`src/rtl/hexplay_pkg.sv`:
```
// rtl/hexplay_pkg.sv - shared widths, digit types and scan-order helper for hexplay_capture
package hexplay_pkg;

  localparam int DIGITS  = 8;
  localparam int AN_W    = 3;
  localparam int NIB_W   = 4;
  localparam int FRAME_W = 32;

  typedef logic [AN_W-1:0]  an_t;
  typedef logic [NIB_W-1:0] nib_t;

  typedef struct packed {
    an_t  an;
    nib_t nib;
  } digit_t;

  // The 3-bit add wraps 7 -> 0, which is exactly the scan order modulo 8.
  function automatic an_t next_idx(input an_t a);
    return a + an_t'(1);
  endfunction

endpackage

```
`src/rtl/hexplay_capture_if.sv`:
```
// rtl/hexplay_capture_if.sv - scan bus inputs and reconstructed frame outputs of hexplay_capture
interface hexplay_capture_if;
  import hexplay_pkg::*;

  logic [AN_W-1:0]    hexplay_an;
  logic [NIB_W-1:0]   hexplay_data;
  logic [FRAME_W-1:0] frame_data;
  logic               frame_valid;
  logic [DIGITS-1:0]  digit_mask;
  logic               seq_err;
  logic               stalled;

  modport master (
    output hexplay_an, hexplay_data,
    input  frame_data, frame_valid, digit_mask, seq_err, stalled
  );

  modport slave (
    input  hexplay_an, hexplay_data,
    output frame_data, frame_valid, digit_mask, seq_err, stalled
  );

endinterface

```
`src/rtl/hexplay_settle.sv`:
```
// rtl/hexplay_settle.sv - synchronizer plus settle filter producing one capture per stable bus period
module hexplay_settle
  import hexplay_pkg::*;
#(
  parameter int SYNC_STAGES = 2,
  parameter int SETTLE_CYC  = 4
) (
  input  logic   clk,
  input  logic   rstn,
  input  digit_t raw,
  output logic   capture,
  output digit_t cap
);

  localparam int CW = $clog2(SETTLE_CYC + 1);

  logic [SYNC_STAGES-1:0][$bits(digit_t)-1:0] sync_q;
  digit_t        s;
  digit_t        s_prev;
  logic [CW-1:0] cnt;

  assign s = digit_t'(sync_q[SYNC_STAGES-1]);

  // The counter resets saturated so the idle 0/0 bus seen after reset never looks like a new digit.
  always_ff @(posedge clk or negedge rstn) begin
    if (!rstn) begin
      sync_q <= '0;
      s_prev <= '0;
      cnt    <= CW'(SETTLE_CYC);
    end else begin
      sync_q <= {sync_q[SYNC_STAGES-2:0], raw};
      s_prev <= s;
      if (s != s_prev) begin
        cnt <= '0;
      end else if (cnt != CW'(SETTLE_CYC)) begin
        cnt <= cnt + CW'(1);
      end
    end
  end

  assign capture = (s == s_prev) && (cnt == CW'(SETTLE_CYC - 1));
  assign cap     = s;

endmodule

```
`src/rtl/hexplay_capture.sv`:
```
// rtl/hexplay_capture.sv - rebuilds 32-bit frames from the multiplexed hex-display scan bus
module hexplay_capture
  import hexplay_pkg::*;
#(
  parameter int SYNC_STAGES = 2,
  parameter int SETTLE_CYC  = 4,
  parameter int TIMEOUT_CYC = 1000000
) (
  input  logic              CLK100MHZ,
  input  logic              rstn,
  hexplay_capture_if.slave  bus
);

  localparam int TW = $clog2(TIMEOUT_CYC + 1);

  logic               capture;
  digit_t             cap;
  logic [FRAME_W-1:0] shadow;
  logic [FRAME_W-1:0] shadow_upd;
  logic [FRAME_W-1:0] frame_q;
  logic [DIGITS-1:0]  mask_q;
  logic [DIGITS-1:0]  mask_upd;
  logic [DIGITS-1:0]  sel;
  logic               fv_q;
  logic               se_q;
  logic               stall_q;
  logic               have_prev;
  logic               in_order;
  logic               frame_done;
  an_t                prev_an;
  logic [TW-1:0]      tcnt;

  hexplay_settle #(
    .SYNC_STAGES (SYNC_STAGES),
    .SETTLE_CYC  (SETTLE_CYC)
  ) u_settle (
    .clk     (CLK100MHZ),
    .rstn    (rstn),
    .raw     (digit_t'({bus.hexplay_an, bus.hexplay_data})),
    .capture (capture),
    .cap     (cap)
  );

  always_comb begin
    sel          = '0;
    sel[cap.an]  = 1'b1;
    shadow_upd   = shadow;
    shadow_upd[cap.an*NIB_W +: NIB_W] = cap.nib;
    in_order     = !have_prev || (cap.an == prev_an) || (cap.an == next_idx(prev_an));
    mask_upd     = in_order ? (mask_q | sel) : sel;
    frame_done   = in_order && (cap.an == an_t'(DIGITS - 1)) && (&mask_upd);
  end

  // A capture and the timeout can land on the same edge; the capture branch takes priority.
  always_ff @(posedge CLK100MHZ or negedge rstn) begin
    if (!rstn) begin
      shadow    <= '0;
      frame_q   <= '0;
      mask_q    <= '0;
      fv_q      <= 1'b0;
      se_q      <= 1'b0;
      stall_q   <= 1'b0;
      have_prev <= 1'b0;
      prev_an   <= '0;
      tcnt      <= '0;
    end else begin
      fv_q <= 1'b0;
      se_q <= 1'b0;
      if (capture) begin
        shadow    <= shadow_upd;
        prev_an   <= cap.an;
        have_prev <= 1'b1;
        tcnt      <= '0;
        stall_q   <= 1'b0;
        se_q      <= !in_order;
        if (frame_done) begin
          frame_q <= shadow_upd;
          fv_q    <= 1'b1;
          mask_q  <= '0;
        end else begin
          mask_q  <= mask_upd;
        end
      end else if (tcnt != TW'(TIMEOUT_CYC)) begin
        tcnt <= tcnt + TW'(1);
        if (tcnt == TW'(TIMEOUT_CYC - 1)) begin
          stall_q   <= 1'b1;
          mask_q    <= '0;
          have_prev <= 1'b0;
        end
      end
    end
  end

  assign bus.frame_data  = frame_q;
  assign bus.frame_valid = fv_q;
  assign bus.digit_mask  = mask_q;
  assign bus.seq_err     = se_q;
  assign bus.stalled     = stall_q;

endmodule
```
`src/flat_wrapper.sv`:
```
// flat-port wrapper written by rule: the top's interface ports become plain ports
module hexplay_capture_flat import hexplay_pkg::*;
#(
  parameter int SYNC_STAGES = 2,
  parameter int SETTLE_CYC  = 4,
  parameter int TIMEOUT_CYC = 1000000
)
  (CLK100MHZ, rstn, bus_hexplay_an, bus_hexplay_data, bus_frame_data, bus_frame_valid, bus_digit_mask, bus_seq_err, bus_stalled);
  hexplay_capture_if bus_i ();
  input  logic CLK100MHZ;
  input  logic rstn;
  input wire logic [$bits(bus_i.hexplay_an)-1:0] bus_hexplay_an;
  input wire logic [$bits(bus_i.hexplay_data)-1:0] bus_hexplay_data;
  output wire logic [$bits(bus_i.frame_data)-1:0] bus_frame_data;
  output wire logic [$bits(bus_i.frame_valid)-1:0] bus_frame_valid;
  output wire logic [$bits(bus_i.digit_mask)-1:0] bus_digit_mask;
  output wire logic [$bits(bus_i.seq_err)-1:0] bus_seq_err;
  output wire logic [$bits(bus_i.stalled)-1:0] bus_stalled;
  assign bus_i.hexplay_an = bus_hexplay_an;
  assign bus_i.hexplay_data = bus_hexplay_data;
  assign bus_frame_data = bus_i.frame_data;
  assign bus_frame_valid = bus_i.frame_valid;
  assign bus_digit_mask = bus_i.digit_mask;
  assign bus_seq_err = bus_i.seq_err;
  assign bus_stalled = bus_i.stalled;
  hexplay_capture #(.SYNC_STAGES(SYNC_STAGES), .SETTLE_CYC(SETTLE_CYC), .TIMEOUT_CYC(TIMEOUT_CYC)) u_core (.CLK100MHZ(CLK100MHZ), .rstn(rstn), .bus(bus_i));
endmodule
```
`config.mk`:
```
export PLATFORM = sky130hd
export DESIGN_NAME = hexplay_capture_flat
export DESIGN_NICKNAME = d
export VERILOG_FILES = /design/src/rtl/hexplay_pkg.sv /design/src/rtl/hexplay_capture_if.sv /design/src/rtl/hexplay_settle.sv /design/src/rtl/hexplay_capture.sv /design/src/flat_wrapper.sv
export SDC_FILE = /design/constraint.sdc
export NUM_CORES = 1
export LEC_CHECK = 0
export CAP_MARGIN = 40
export CORE_ASPECT_RATIO = 1.5
export CORE_MARGIN = 4
export CORE_UTILIZATION = 52
export DETAILED_ROUTE_END_ITERATION = 12
export PLACE_DENSITY = 0.73
export RECOVER_POWER = 50
export SKIP_CTS_REPAIR_TIMING = 1
export SKIP_LAST_GASP = 1
export SLEW_MARGIN = 20
export SYNTH_ARGS = -nofsm -noshare
export SYNTH_HDL_FRONTEND = slang
export SYNTH_SLANG_ARGS = --single-unit
```
`constraint.sdc`:
```
create_clock -name CLK100MHZ -period 2.6 [get_ports CLK100MHZ]
set_input_delay 0.26 -clock CLK100MHZ [delete_from_list [all_inputs] [get_ports CLK100MHZ]]
set_output_delay 0.26 -clock CLK100MHZ [all_outputs]
set_load 0.005 [all_outputs]
```
==> flow_metrics.env <==
export IMPL_finalMaxSlewViolations=32
export IMPL_switching_share=0.2028
export IMPL_area_delta_synth_final_pct=24.68
export IMPL_grt_pass1_wl_um=20150
export IMPL_ant_nets=0
export IMPL_tightest_slew_ns=1.732
export IMPL_outcome="complete, but fails checks"
export IMPL_violations="max-capacitance violations, max-slew violations"
export IMPL_grt_setup_unrepaired="no"
export IMPL_critical_path_top_delay_family="simple AND/OR/NAND/NOR gates"
export IMPL_grt_pass1_vias=4127
export IMPL_ir_worst_vdd_mv=0.5269
export IMPL_stdcell_area_um2=7148
export IMPL_min_period_ns=2.389
export IMPL_coreArea_um2=10710
export IMPL_slowest_stage="or4b_1"
export IMPL_cts_root_buf="clkbuf_16"
export IMPL_ys_seq_elements=123
export IMPL_fillers=837
export IMPL_power_switching_mw=0.9346
export IMPL_nets=566
export IMPL_insertion_delay_ns=0.41
export IMPL_wl_um=11750
export IMPL_yosys_warnings=0
export IMPL_setup_ws_ns=0.2111
export IMPL_dp_hpwl_um=8040
export IMPL_drive_gt1_frac=0.2576
export IMPL_internal_power_mw=3.675
export IMPL_cts_tree="yes"
export IMPL_crit_path_end_kind="register"
export IMPL_final_util=0.6677
export IMPL_fin_crit_sh=0.9188
export IMPL_synth_cell_types=51
export IMPL_avgViaCountPerCell=5.491
export IMPL_cts_inserted_buffers=17
export IMPL_pwr_share_clk=0.540
export IMPL_die_h_um=136.6
export IMPL_p_seq_frac=0.421
export IMPL_worstPathArrival_ns=2.68
export IMPL_io_pins=52
export IMPL_initialDrtViolationCount=188
export IMPL_async_flop_share=1.000
export IMPL_syn_area_per_cell_um2=12.12
export IMPL_grt_max_degree=62
export IMPL_htree_num_levels=4
export IMPL_pwr_share_comb=0.039
export IMPL_skew_ns=0.008271
export IMPL_synth_edf_count=0
export IMPL_io_buffers=51
export IMPL_synth_main_ff_cell="dfrtp_1"
export IMPL_crit_path_start_kind="register"
export IMPL_syn_area_um2=5733
export IMPL_path_max_fanout=18
export IMPL_critPathBufInv=1
export IMPL_setup_viol=0
export IMPL_layout_commonest_cell="dfrtp_1"
export IMPL_dieArea_um2=12800
export IMPL_initial_utilization=0.5355
export IMPL_dpl_cell_area_um2=6528
export IMPL_fin_tns_setup_ns=0
export IMPL_cp_slowest_stage_delay_ns=0.59
export IMPL_dpl_worst_slack_ns=0.2432
export IMPL_crit_required_ns=2.89
export IMPL_crit_path_start="u_core.u_settle.cap[4]"
export IMPL_power_density_nw_per_um2=644.8
export IMPL_slew_headroom=-0.1549
export IMPL_num_antenna_cells=0
export IMPL_core_rowCount=46
export IMPL_track_usage=0.2026
export IMPL_route_vias_total=3860
export IMPL_gp_congestion=0.8275
export IMPL_min_path_type="reg2reg"
export IMPL_p_leak_nw=3.289
export IMPL_yosysSeqAreaShare=0.5371
export IMPL_worstPathCellList="buf_4 -> or3_1 -> or4b_1 -> or2_1 -> mux2_4"
export IMPL_hp_start="u_core.u_settle.sync_q[6]"
export IMPL_synthCells=473
export IMPL_antenna_found_initial=0
export IMPL_criticalPathCategory="reg2reg"
export IMPL_dr_pass1_iters=5
export IMPL_cts_max_path_buffers=2
export IMPL_path_clk_slew_ns=0.05
export IMPL_hold_viol=0
export IMPL_drc=0
export IMPL_mostFrequentLayoutCells="dfrtp_1 (121), mux2_2 (81), clkdlybuf4s50_1 (43), nor2_1 (28), nand2_1 (23)"
export IMPL_cts_sinks=123
export IMPL_max_cap_violations=1
export IMPL_fmax_mhz=418.6
export IMPL_post_drt_wl_per_cell_um=16.71
export IMPL_overflow=0
export IMPL_syn_num_nets=493
export IMPL_fp_dieW_um=93.73
export IMPL_r2r_start="u_core.u_settle.cap[4]"
[worst paths after layout]
| kind | end | slack [ns] | cells after the start |
|---|---|---|---|
| hold / removal | u_core.u_settle.cap[6] | 0.35 | 0 |
| setup reg to reg | u_core.shadow[2] | 0.21 | 5 |
| setup / recovery | u_core.shadow[2] | 0.21 | 5 |
| max in group asynchronous | u_core.shadow[14] | 0.46 | 3 |
| min in group asynchronous | u_core.bus.digit_mask[3] | 0.86 | 2 |
| hold reg to reg | u_core.u_settle.cap[6] | 0.35 | 0 |
[power by group through the flow]
stage                     Clock (mW)  Combinational, mW  Sequential (mW)
after CTS                       2.53              0.186             1.94
after global placement             0              0.180             1.98
final                           2.49              0.178             1.94
after detailed placement           0              0.183             1.98
after global routing            2.62              0.198             1.94
after floorplan                    0             0.0831             1.98
[cells in the mapped netlist, types with 2 or more instances]
library cell  number  area share
and4_1             3      0.0046
nand4b_1           3      0.0046
ha_1              11       0.024
xnor2_1           16       0.024
xor2_1            15       0.023
o31ai_1            2      0.0026
nand4_1            4      0.0044
nor3_1             5      0.0044
clkbuf_1          12      0.0079
mux2i_1            5      0.0087
or3_1              2      0.0022
dfrtp_1          122        0.53
a32oi_1            7       0.011
o41ai_1            2      0.0031
o21ai_0            7      0.0061
or2_1              4      0.0044
buf_4              3      0.0039
mux2_1             5      0.0098
nand4bb_1          2      0.0039
and3_1             8      0.0087
o211ai_1           2      0.0026
mux2_4             4       0.010
mux2_2            81        0.16
nor2_1            28       0.018
or2_2              2      0.0022
nand2_1           23       0.015
nand3_1           17       0.015
inv_1             18       0.012
and2_1             9      0.0098
buf_2              6      0.0052
a21oi_1           14       0.012
nor2b_1            2      0.0022
nor4_1            11       0.012
[layer usage]
layer | GRT usage | vias up | routed length, um
met3 | 0.04620 | 19 | 457
li1 | - | 1821 | -
met4 | 0.08032 | 0 | 186
met5 | 0 | - | 0
met1 | 0.2511 | 1934 | 4985
met2 | 0.3418 | 86 | 6119
[flip-flops by register name (all words and copies together) (netlist names)]
| register | cells |
|---|---|
| u_core.bus.frame_data | 32 |
| u_core.bus.stalled | 1 |
| u_core.u_settle.sync_q | 7 |
| u_core.u_settle.cnt | 3 |
| u_core.bus.digit_mask | 8 |
| u_core.bus.frame_valid | 1 |
| u_core.bus.seq_err | 1 |
| u_core.shadow | 32 |
| u_core.tcnt | 20 |
| u_core.have_prev | 1 |
| u_core.u_settle.cap | 7 |
| u_core.u_settle.s_prev | 7 |
| u_core.prev_an | 3 |
[cell type report]
type | instances | area, um2 | area share
sequential | 123 | 3080 | 0.4309
multi-input combinational | 308 | 2475 | 0.3462
timing repair buffer | 77 | 703.2 | 0.09837
clock buffer | 22 | 474.2 | 0.06634
tap | 144 | 180.2 | 0.02521
clock inverter | 10 | 163.9 | 0.02293
inverter | 19 | 71.32 | 0.009977
[metrics by stage]
stage	power [mW]	instances	hold slack [ns]
after CTS	4.659	702	-0.2057
after detailed placement	2.159	670	0.2234
after floorplan	2.061	473	-0.03559
after global routing	4.759	703	0.3598
final	4.609	703	0.3538
after global placement	2.155	670	0.2198
[logic make-up after synthesis]
family,Yosys count,share of synthesized area
and+or+nand+nor,132,0.1268
DFF,123,0.5371
muxes,95,0.1881
buffers and inverters,42,0.03208
AOI/OAI and AO/OA,39,0.04452
xor gates and xnor gates,31,0.04736
adders and majority gates,11,0.02401
Note: power is estimated with default switching activity, not from simulation.
